$ cat src/rtl/quad_step_decoder_pkg.sv
// Shared types and constants for the quadrature step decoder.
// Gray codes are {a, b}; forward rotation is 00 -> 01 -> 11 -> 10 -> 00.
package quad_pkg;

  typedef enum logic [0:0] {
    StInit,
    StRun
  } state_e;

  localparam logic [1:0] G00 = 2'b00;
  localparam logic [1:0] G01 = 2'b01;
  localparam logic [1:0] G11 = 2'b11;
  localparam logic [1:0] G10 = 2'b10;

  localparam int unsigned ResFull    = 4;
  localparam int unsigned ResHalf    = 2;
  localparam int unsigned ResQuarter = 1;

  localparam int unsigned CntWidth = 4;

  function automatic logic res_legal(int unsigned res);
    return (res == ResFull) || (res == ResHalf) || (res == ResQuarter);
  endfunction

  // Forward successor of a Gray state.
  function automatic logic [1:0] gray_next(logic [1:0] g);
    logic [1:0] n;
    n = G00;
    unique case (g)
      G00: n = G01;
      G01: n = G11;
      G11: n = G10;
      G10: n = G00;
      default: n = G00;
    endcase
    return n;
  endfunction

endpackage

$ cat src/rtl/quad_step_decoder_if.sv
// Encoder-facing signal bundle: phase inputs and error clear in, step pulses and status out.
interface quad_step_decoder_if;
  logic a_in;
  logic b_in;
  logic clear_err;
  logic up;
  logic down;
  logic err;
  logic ready;

  modport master (
    output a_in, b_in, clear_err,
    input  up, down, err, ready
  );

  modport slave (
    input  a_in, b_in, clear_err,
    output up, down, err, ready
  );
endinterface

$ cat src/rtl/quad_step_decoder_phase_filter.sv
// Two-flop synchronizer followed by a persistence filter: the filtered bit only follows
// the synchronized input after it has differed for FILTER_LEN consecutive cycles.
module phase_filter
  import quad_pkg::*;
#(
  parameter int unsigned FILTER_LEN = 4
) (
  input  logic clk_i,
  input  logic reset_i,
  input  logic in_i,
  output logic f_o,
  output logic settled_o
);

  localparam logic [CntWidth-1:0] CntMax = CntWidth'(FILTER_LEN - 1);

  logic                s1_q, s2_q;
  logic                f_q, f_d;
  logic [CntWidth-1:0] cnt_q, cnt_d;

  always_comb begin
    f_d   = f_q;
    cnt_d = cnt_q + CntWidth'(1);
    if (s2_q == f_q) begin
      cnt_d = '0;
    end else if (cnt_q == CntMax) begin
      f_d   = s2_q;
      cnt_d = '0;
    end
  end

  always_ff @(posedge clk_i) begin
    if (reset_i) begin
      s1_q  <= 1'b0;
      s2_q  <= 1'b0;
      f_q   <= 1'b0;
      cnt_q <= '0;
    end else begin
      s1_q  <= in_i;
      s2_q  <= s1_q;
      f_q   <= f_d;
      cnt_q <= cnt_d;
    end
  end

  assign f_o       = f_q;
  assign settled_o = (s2_q == f_q);

endmodule

$ cat src/rtl/quad_step_decoder.sv
// Quadrature decoder: filters both phases, decodes Gray transitions into registered
// up/down step pulses at the chosen resolution, and flags two-bit jumps in a sticky err.
module quad_step_decoder
  import quad_pkg::*;
#(
  parameter int unsigned FILTER_LEN = 4,
  parameter int unsigned RES        = 4
) (
  input logic             clk,
  input logic             reset,
  quad_step_decoder_if.slave bus
);

  if (!res_legal(RES)) begin : gen_bad_res
    $error("quad_step_decoder: RES must be 1, 2 or 4");
  end
  if (FILTER_LEN < 1 || FILTER_LEN > 15) begin : gen_bad_filter_len
    $error("quad_step_decoder: FILTER_LEN must be in 1..15");
  end

  logic       f_a, f_b, settled_a, settled_b;
  logic [1:0] cur;
  logic [1:0] prev_q, prev_d;
  state_e     state_q, state_d;
  logic       up_q, up_d, down_q, down_d, err_q, err_d;
  logic       fwd, rev, gate;

  phase_filter #(
    .FILTER_LEN(FILTER_LEN)
  ) u_filt_a (
    .clk_i    (clk),
    .reset_i  (reset),
    .in_i     (bus.a_in),
    .f_o      (f_a),
    .settled_o(settled_a)
  );

  phase_filter #(
    .FILTER_LEN(FILTER_LEN)
  ) u_filt_b (
    .clk_i    (clk),
    .reset_i  (reset),
    .in_i     (bus.b_in),
    .f_o      (f_b),
    .settled_o(settled_b)
  );

  assign cur = {f_a, f_b};
  assign fwd = (cur == gray_next(prev_q));
  assign rev = (prev_q == gray_next(cur));

  always_comb begin
    gate = 1'b1;
    if (RES == ResHalf) begin
      gate = (cur == G00) || (cur == G11);
    end else if (RES == ResQuarter) begin
      gate = (cur == G00);
    end
  end

  always_comb begin
    state_d = state_q;
    prev_d  = cur;
    up_d    = 1'b0;
    down_d  = 1'b0;
    err_d   = err_q;
    if (bus.clear_err) begin
      err_d = 1'b0;
    end
    unique case (state_q)
      StInit: begin
        if (settled_a && settled_b) begin
          state_d = StRun;
        end
      end
      StRun: begin
        if (cur != prev_q) begin
          if (fwd) begin
            up_d = gate;
          end else if (rev) begin
            down_d = gate;
          end else begin
            // Both bits moved at once; setting wins over a coincident clear.
            err_d = 1'b1;
          end
        end
      end
      default: state_d = StInit;
    endcase
  end

  always_ff @(posedge clk) begin
    if (reset) begin
      state_q <= StInit;
      prev_q  <= G00;
      up_q    <= 1'b0;
      down_q  <= 1'b0;
      err_q   <= 1'b0;
    end else begin
      state_q <= state_d;
      prev_q  <= prev_d;
      up_q    <= up_d;
      down_q  <= down_d;
      err_q   <= err_d;
    end
  end

  assign bus.up    = up_q;
  assign bus.down  = down_q;
  assign bus.err   = err_q;
  assign bus.ready = (state_q == StRun);

endmodule
$ cat src/flat_wrapper.sv
// flat-port wrapper written by rule: the top's interface ports become plain ports
module quad_step_decoder_flat import quad_pkg::*;
#(
  parameter int unsigned FILTER_LEN = 4,
  parameter int unsigned RES        = 4
)
  (clk, reset, bus_a_in, bus_b_in, bus_clear_err, bus_up, bus_down, bus_err, bus_ready);
  quad_step_decoder_if bus_i ();
  input logic clk;
  input logic reset;
  input wire logic [$bits(bus_i.a_in)-1:0] bus_a_in;
  input wire logic [$bits(bus_i.b_in)-1:0] bus_b_in;
  input wire logic [$bits(bus_i.clear_err)-1:0] bus_clear_err;
  output wire logic [$bits(bus_i.up)-1:0] bus_up;
  output wire logic [$bits(bus_i.down)-1:0] bus_down;
  output wire logic [$bits(bus_i.err)-1:0] bus_err;
  output wire logic [$bits(bus_i.ready)-1:0] bus_ready;
  assign bus_i.a_in = bus_a_in;
  assign bus_i.b_in = bus_b_in;
  assign bus_i.clear_err = bus_clear_err;
  assign bus_up = bus_i.up;
  assign bus_down = bus_i.down;
  assign bus_err = bus_i.err;
  assign bus_ready = bus_i.ready;
  quad_step_decoder #(.FILTER_LEN(FILTER_LEN), .RES(RES)) u_core (.clk(clk), .reset(reset), .bus(bus_i));
endmodule
$ cat config.mk
export PLATFORM = sky130hd
export DESIGN_NAME = quad_step_decoder_flat
export DESIGN_NICKNAME = d
export VERILOG_FILES = /design/src/rtl/quad_step_decoder_pkg.sv /design/src/rtl/quad_step_decoder_if.sv /design/src/rtl/quad_step_decoder_phase_filter.sv /design/src/rtl/quad_step_decoder.sv /design/src/flat_wrapper.sv
export SDC_FILE = /design/constraint.sdc
export NUM_CORES = 1
export LEC_CHECK = 0
export BUFFER_PORTS_ARGS = -buffer_cell sky130_fd_sc_hd__buf_2
export CORE_MARGIN = 2
export CORE_UTILIZATION = 52
export DETAILED_ROUTE_END_ITERATION = 16
export GPL_TIMING_DRIVEN = 0
export PLACE_DENSITY = 0.73
export SETUP_SLACK_MARGIN = 0.1
export SLEW_MARGIN = 10
export SYNTH_ARGS = -nofsm -noshare
export SYNTH_HDL_FRONTEND = slang
export SYNTH_SLANG_ARGS = --single-unit
$ cat constraint.sdc
create_clock -name clk -period 1.34 [get_ports clk]
set_input_delay 0.335 -clock clk [delete_from_list [all_inputs] [get_ports clk]]
set_output_delay 0.335 -clock clk [all_outputs]
set_load 0.01 [all_outputs]
Word-level counts from Yosys, hierarchy flattened
Cells that the tools add are included.
{"block": "word_totals", "latchBits": 0, "ram_bits": 0, "output_inout_bits": 4, "elab_cells": 52, "ff_bits": 20, "n_memories": 0, "in_bits": 5, "romBits": 0}
{"block": "classes", "mul": 0, "shift": 0, "n_addsub": 2, "n_div": 0, "muxes": 11, "n_reduce_logical": 9, "bitwise_logic": 4, "order_cmp": 0, "n_eq_ne": 13}
{"op": "2-bit one-hot mux with 4 select lines", "count": 2}
{"op": "1-bit 2-to-1 mux", "count": 9}
{"op": "3-bit OR reduction", "count": 3}
{"op": "4-bit by 1-bit adder with 4-bit output, second input constant", "count": 2}
{"op": "2-bit == test, second input constant", "count": 4}
{"op": "4-bit by 2-bit == test with 1-bit output, second input constant", "count": 2}
{"op": "2-bit by 1-bit == test with 1-bit output, second input constant", "count": 2}
{"op": "2-bit == test", "count": 2}
{"op": "2-bit logical NOT", "count": 2}
{"op": "1-bit NOT", "count": 4}
{"op": "2-bit AND reduction", "count": 2}
{"op": "4-bit OR reduction", "count": 1}
{"op": "1-bit == test", "count": 2}
{"op": "2-bit != test", "count": 1}
{"op": "1-bit logical AND", "count": 1}

Depth between registers and ports, before layout
Gate-level depths: netlist of run 1.
{"block": "depth", "ltp_word": 7, "mapped_depth": 4, "depth_no_buf": 4}

Cells and area by module
Synthesis of run 1 repeated with hierarchy kept, for this count alone.
{"block": "unflattened", "hier_cells": 65, "hier_area_um2": 708.2}
{"module": "phase_filter", "area_each_um2": 247.7, "seq_area_each_um2": 140.1, "cells_per_inst": 23, "instances": 2}
{"module": "quad_step_decoder", "area_each_um2": 212.7, "seq_area_each_um2": 120.1, "cells_per_inst": 19, "instances": 1}

Least setup slack after synthesis of run 1
OpenSTA, ideal clock, no wires.
{"block": "synth_path", "path_type": "flip-flop to flip-flop", "startpoint": "register u_core.u_filt_b.cnt_q[0]", "endpoint": "register u_core.u_filt_b.cnt_q[2]", "required_time_ps": 1276, "synth_period_minus_slack_ps": 1190, "n_path_buf": 0, "arrival_ps": 1126, "path_stages_with_launch": 5, "setup_time_ps": 64, "slack_ps": 150, "cell_sequence": "dfxtp_1 > ha_1 > nor3b_1 > or3_4 > nor2_1"}
{"block": "synth_via", "elab_chain_cells": 2, "elab_cells_between_ends": 3, "cone_classes": "add/sub (1); eq/ne (1); reduce/logical (1)"}
{"element": "start, declared", "line": "quad_step_decoder_phase_filter.sv:19", "rtl": "logic [CntWidth-1:0] cnt_q, cnt_d;"}
{"element": "start signal, assigned", "line": "quad_step_decoder_phase_filter.sv:42", "rtl": "cnt_q <= cnt_d;"}
{"element": "branches (longest 2 deep; another with 4-bit by 1-bit adder with 4-bit output)"}
Several ways; the timed one is not identified.
A chain may end at the register's enable or synchronous reset.

Worst setup path after layout of run 1
{"block": "layout_path", "startpoint": "register u_core.u_filt_b.cnt_q[1]", "endpoint": "register u_core.u_filt_b.cnt_q[1]"}
Same word-level chain as after synthesis.

==> results.py, run 1 <==
metrics = {
    "yosys": {
        "post_synth.cell_area_avg_um2": 10.5,
        "synth_compound_area_share_pct": 1.94,
        "ys_warn_count": 0,
        "synth-seq-area-share_pct": 56.3,
        "synthDistinctLibCells": 17,
        "synthAdderAreaFrac_pct": 3.52,
        "ys_ff_latch": 20,
        "syn_area_um2": 711,
        "synth_cells": 68,
        "synth_top_family_by_area": "simple AND/OR/NAND/NOR gates",
        "synth_xor_area_share_pct": 12.3,
        "synth.area.mux_share_pct": 2.82,
        "synth_nets": 75,
        "yosys.area_share.simple_pct": 21.0,
    },
    "sta": {
        "rsz0062_at_grt": "yes",
        "setup_violations": 0,
        "worst_slew_pin_slew_ns": 0.428,
        "slew_headroom_pct": 71.5,
        "slew_violations": 0,
        "fin_crit_sh_pct": 91.5,
        "hold_viol_final": 0,
        "timing.fmax_ghz": 0.815,
        "finClkSkew_ns": 0.000928,
        "finalCriticalPeriod_ns": 1.23,
        "tns_ns": 0,
    },
    "final_layout": {
        "final_common_cell": "dfxtp_1",
        "n_antenna_cell": 0,
        "fin_area_um2": 882,
        "drive_gt1_share_pct": 33.7,
        "utilization_pct": 68.6,
        "nNetsFinal": 92,
        "most-common-layout-cells": "dfxtp_1 (16), nor2_1 (9), buf_2 (8), nor2b_1 (6)",
        "syn2layout_area_growth_pct": 24.1,
    },
    "critical_path": {
        "cp-start-kind": "flip-flop",
        "worst-path-buf-inv": 0,
        "reg2reg_slack_ns": 0.11,
        "required_ns": 1.57,
        "slowest_stage": "or3_4",
        "path_cells": "ha_4 > nor3b_4 > or3_4 > nor2_1",
        "slowest_delay_ns": 0.42,
        "worstPathArrival_ns": 1.46,
        "r2r_end": "u_core.u_filt_b.cnt_q[1]",
        "cp_top_family": "simple AND/OR/NAND/NOR gates",
        "timing.rr.start": "u_core.u_filt_b.cnt_q[1]",
        "critical_path_peak_fanout": 4,
        "r2r_cells": 4,
        "critPathKind": "reg -> reg",
        "end_kind": "flip-flop",
        "crit_cells": 4,
    },
    "status": {
        "outcome": "finished, final reports clean",
    },
    "global_routing": {
        "grt_max_degree": 11,
        "globalRouteTotalUtil_pct": 15.3,
        "grt_pass1_vias": 403,
        "grt-ovfl-total": 0,
        "grt_first_pass_wirelength_um": 1590,
        "antenna_found_initial": 0,
    },
    "cts": {
        "cts-root-buf": "clkbuf_4",
        "cts_buffers": 3,
        "clk_latency_ns": 0.29,
        "cts_tree": "done",
        "clkTransAtPathRegs_ns": 0.10,
        "htreeDepth": 1,
        "ctsHoldBuffers": 0,
        "cts-root-to-sink-buffers": 2,
        "cts_num_sinks": 20,
    },
    "pwr": {
        "p_leak_nw": 0.347,
        "peakVddDrop_mv": 0.941,
        "p_per_area_mw_per_mm2": 1040,
    },
    "min_path": {
        "hold_depth": 2,
        "worstHoldStart": "bus_clear_err",
        "hold_path_class": "in -> reg",
        "worstHoldEndpoint": "u_core.bus.err",
    },
    "floorplan": {
        "initial_core_util_pct": 55.3,
        "io_pins": 9,
        "fp.dieH_um": 41.0,
        "die_w_um": 41.0,
        "num_rows": 13,
        "design.core.area_mm2": 0.00128,
        "die_area_mm2": 0.00168,
    },
    "detailed_routing": {
        "routed_wl_um": 1130,
        "firstDrtPassIters": 4,
        "wl_per_cell_um": 11.6,
        "via_count": 475,
        "drc": 0,
        "via_per_inst": 4.85,
        "dr.first_iter.drc_count": 6,
        "ant_nets": 0,
    },
    "place": {
        "place_area_um2": 769,
        "place.gp.congestion": 0.691,
        "portBuffers": 8,
    },
    "flow_run": {
        "drv_cap": 0,
    },
}
-- state kept, by name, indices dropped and copies added (netlist names) --
register and count:
u_core.u_filt_b.s1_q 1, u_core.u_filt_a.s2_q 1, u_core.bus.up 1, u_core.u_filt_a.cnt_q 4
u_core.u_filt_a.f_o 1, u_core.bus.ready 1, u_core.u_filt_a.s1_q 1, u_core.u_filt_b.cnt_q 4
u_core.bus.down 1, u_core.prev_q 2, u_core.u_filt_b.s2_q 1, u_core.u_filt_b.f_o 1
u_core.bus.err 1
-- repair_timing --
action                                  CTS  global route
setup buffers                             2             2
endpoints found under the setup margin   10             8
gates resized for setup                   7             8
pin swaps                                 2             9
-- synth_stat cells --
master | n | area, um^2
dfxtp_1 | 20 | 400
nor2_1 | 12 | 45.0
nor2b_1 | 6 | 37.5
xnor2_1 | 5 | 43.8
xor2_1 | 5 | 43.8
inv_1 | 3 | 11.3
ha_1 | 2 | 25.0
mux2i_1 | 2 | 20.0
nand2_1 | 2 | 7.51
nand3_1 | 2 | 10.0
nor3b_1 | 2 | 15.0
or3_4 | 2 | 22.5
a21oi_1 | 1 | 5.00
buf_1 | 1 | 3.75
nand2b_1 | 1 | 6.26
nor3_1 | 1 | 5.00
o32ai_1 | 1 | 8.76
-- area by class of cell --
class                           instances  area, um^2
Clock buffer                            3        22.5
Sequential cell                        20         405
Tap cell                               15        18.8
Buffer                                  1        3.75
Inverter                                3        11.3
Timing Repair Buffer                   12        70.1
Fill cell                             102         403
Multi-Input combinational cell         44         350
-- worst max-delay path by stage --
stage,to,start
5_1_grt,u_core.u_filt_b.cnt_q[1],u_core.u_filt_b.cnt_q[1]
2_1_floorplan,u_core.u_filt_b.cnt_q[2],u_core.u_filt_b.cnt_q[0]
6_report,u_core.u_filt_b.cnt_q[1],u_core.u_filt_b.cnt_q[1]
3_3_place_gp,u_core.u_filt_a.f_o,u_core.u_filt_a.cnt_q[0]
3_5_place_dp,u_core.u_filt_b.f_o,u_core.u_filt_b.cnt_q[0]
4_1_cts,u_core.u_filt_b.cnt_q[3],u_core.u_filt_b.cnt_q[0]
-- metal layers --
| layer | vias to the layer above | track usage (%) | routed length [um] |
|---|---|---|---|
| li1 | 248 | - | - |
| met1 | 212 | 18.6 | 526 |
| met2 | 11 | 24.2 | 527 |
| met3 | 4 | 3.26 | 49 |
| met4 | 0 | 10.0 | 29 |
| met5 | - | 0 | 0 |
-- worst register-to-register path, cell delays in order, from the launching register on --
cell,delay [ns]
dfxtp_2,0.35
ha_4,0.15
nor3b_4,0.15
or3_4,0.42
nor2_1,0.10
-- stage by stage --
step | instances | setup slack [ns] | hold WS [ns] | total power [mW]
final | 98 | 0.114 | 0.238 | 0.914
after global routing | 98 | 0.0761 | 0.224 | 0.953
after CTS | 96 | 0.0905 | 0.239 | 0.914
after detailed placement | 91 | 0.0363 | 0.429 | 0.655
after global placement | 91 | 0.0693 | 0.420 | 0.654
after floorplan | 68 | 0.150 | 0.414 | 0.641
-- cell families (layout without fill, tap and decap cells) --
kind of cell    count (synthesis)  count (layout)
simple gates                   28              28
flops                          20              20
xor+xnor                       10              10
buf+inv                         4              19
fa+ha+maj                       2               2
compound gates                  2               2
mux                             2               2
-- power by group --
part,internal [mW],switching (mW),leakage [nW]
Combinational,0.0183,0.0183,0.169
Clock,0.104,0.163,0.0138
Sequential,0.604,0.00579,0.164
Total,0.727,0.187,0.347
Note: power is estimated with default switching activity, not from simulation.
==> run 2: changes to the inputs <==
--- a/config.mk
+++ b/config.mk
@@ -6,11 +6,12 @@
 export NUM_CORES = 1
 export LEC_CHECK = 0
 export BUFFER_PORTS_ARGS = -buffer_cell sky130_fd_sc_hd__buf_2
-export CORE_MARGIN = 2
-export CORE_UTILIZATION = 52
+export CORE_AREA = 2 2 39 41
+export CTS_BUF_LIST = sky130_fd_sc_hd__clkbuf_2 sky130_fd_sc_hd__clkbuf_4 sky130_fd_sc_hd__clkbuf_8
 export DETAILED_ROUTE_END_ITERATION = 16
+export DIE_AREA = 0 0 41 43
 export GPL_TIMING_DRIVEN = 0
-export PLACE_DENSITY = 0.73
+export PLACE_DENSITY = 0.74
 export SETUP_SLACK_MARGIN = 0.1
 export SLEW_MARGIN = 10
 export SYNTH_ARGS = -nofsm -noshare
==> results.py, run 2 (synthesized netlist as in run 1, its figures left out) <==
metrics = {
    "floorplan": {
        "die_w_um": 41,
        "design.core.area_mm2": 0.00138,
        "die_area_mm2": 0.00176,
        "num_rows": 14,
        "fp.dieH_um": 43,
        "io_pins": 9,
        "initial_core_util_pct": 51.4,
    },
    "cts": {
        "cts-root-buf": "clkbuf_4",
        "cts_tree": "done",
        "ctsHoldBuffers": 0,
        "cts_num_sinks": 20,
        "clk_latency_ns": 0.30,
        "cts_buffers": 3,
        "cts-root-to-sink-buffers": 2,
        "htreeDepth": 1,
        "clkTransAtPathRegs_ns": 0.10,
    },
    "final_layout": {
        "fin_area_um2": 886,
        "final_common_cell": "dfxtp_1",
        "drive_gt1_share_pct": 33.3,
        "n_antenna_cell": 0,
        "syn2layout_area_growth_pct": 24.6,
        "most-common-layout-cells": "dfxtp_1 (17), buf_2 (8), nor2_1 (7), nor2b_1 (6)",
        "nNetsFinal": 89,
        "top_regs": "u_core.u_filt_a.cnt_q x4, u_core.u_filt_b.cnt_q x4, u_core.prev_q x2",
    },
    "detailed_routing": {
        "ant_nets": 0,
        "wl_per_cell_um": 11.5,
        "via_per_inst": 4.71,
        "dr.first_iter.drc_count": 3,
        "via_count": 457,
        "firstDrtPassIters": 3,
        "drc": 0,
        "routed_wl_um": 1120,
    },
    "critical_path": {
        "cp-start-kind": "flip-flop",
        "worstPathArrival_ns": 1.51,
        "end_kind": "flip-flop",
        "critPathKind": "reg -> reg",
        "critical_path_peak_fanout": 4,
        "required_ns": 1.58,
    },
    "pwr": {
        "p_leak_nw": 0.338,
        "peakVddDrop_mv": 0.605,
        "p_per_area_mw_per_mm2": 1120,
    },
    "global_routing": {
        "antenna_found_initial": 0,
        "globalRouteTotalUtil_pct": 14.6,
        "grt_pass1_vias": 432,
        "grt-ovfl-total": 0,
        "grt_max_degree": 12,
        "grt_first_pass_wirelength_um": 1690,
    },
    "min_path": {
        "hold_path_class": "in -> reg",
    },
    "sta": {
        "hold_viol_final": 0,
        "layout_setup_ws_ns": 0.0718,
        "slew_violations": 0,
        "finalCriticalPeriod_ns": 1.27,
        "rsz0062_at_grt": "yes",
        "tns_ns": 0,
        "holdWs_ns": 0.212,
        "slew_headroom_pct": 72.1,
        "fin_crit_sh_pct": 94.6,
        "setup_violations": 0,
        "finClkSkew_ns": 0.00389,
        "worst_slew_pin_slew_ns": 0.418,
        "timing.fmax_ghz": 0.789,
    },
    "place": {
        "portBuffers": 8,
        "place.gp.congestion": 0.668,
        "hpwlAfterDp_um": 730,
        "pre_cts_slack_ns": 0.0600,
        "place_area_um2": 771,
    },
    "flow_run": {
        "drv_cap": 0,
    },
    "status": {
        "outcome": "finished, final reports clean",
    },
}
==> run 2: cell count changes in the layout (fill, tap and decap cells not counted) <==
| cell | before | now |
|---|---|---|
| dfxtp_2 | 4 | 2 |
| nor2_1 | 9 | 7 |
| nor2_4 | 0 | 1 |
| clkbuf_8 | 0 | 1 |
| dfxtp_1 | 16 | 17 |
| nor2_2 | 3 | 4 |
| buf_4 | 4 | 1 |
| dfxtp_4 | 0 | 1 |
==> run 2: worst max-delay path: stages (launching register included) <==
cell and delay [ns]:
dfxtp_4 0.37, ha_4 0.16, nor3b_4 0.15, or3_4 0.43
nor2_2 0.09
==> run 2: final timing paths <==
kind | start | endpoint | slack (ns) | cells after the start
min reg2reg | u_core.u_filt_b.s1_q | u_core.u_filt_b.s2_q | 0.45 | 1
max | u_core.u_filt_a.cnt_q[0] | u_core.u_filt_a.cnt_q[0] | 0.07 | 4
min | bus_clear_err | u_core.bus.err | 0.21 | 2
max reg2reg | u_core.u_filt_a.cnt_q[0] | u_core.u_filt_a.cnt_q[0] | 0.07 | 4
==> run 2: metrics by stage <==
stage | std cells | util, % | power, mW
2_1_floorplan | 68 | - | 0.641
3_3_place_gp | 92 | 55.7 | 0.654
3_5_place_dp | 92 | 55.7 | 0.655
4_1_cts | 97 | 61.4 | 1.00
5_1_grt | 97 | 64.0 | 1.03
6_report | 97 | 64.0 | 0.989
==> run 2: per-layer routing <==
layer	share of wire, %	GRT usage [%]	vias to the layer above
met1	48	17.7	202
met2	46	20.9	9
li1	-	-	242
met4	2.5	12.0	0
met3	3.6	3.14	4
met5	0	0	-
==> run 2: final cells by class <==
class,instances,area [um^2]
Buffer,1,3.75
Clock buffer,4,36.3
Fill cell,112,498
Inverter,3,11.3
Multi-Input combinational cell,44,360
Sequential cell,20,407
Tap cell,16,20.0
Timing Repair Buffer,9,47.5
==> run 2: what timing repair did <==
action / in CTS / in global routing
setup buffers: 1 / 0
setup endpoints to repair: 10 / 8
pin swaps: 4 / 6
gates resized for setup: 9 / 9
==> run 2: power by group <==
group / switching [mW] / total (mW) / internal (mW)
clock: 0.178 / 0.344 / 0.166
sequential: 0.00582 / 0.608 / 0.603
combinational: 0.0188 / 0.0364 / 0.0175
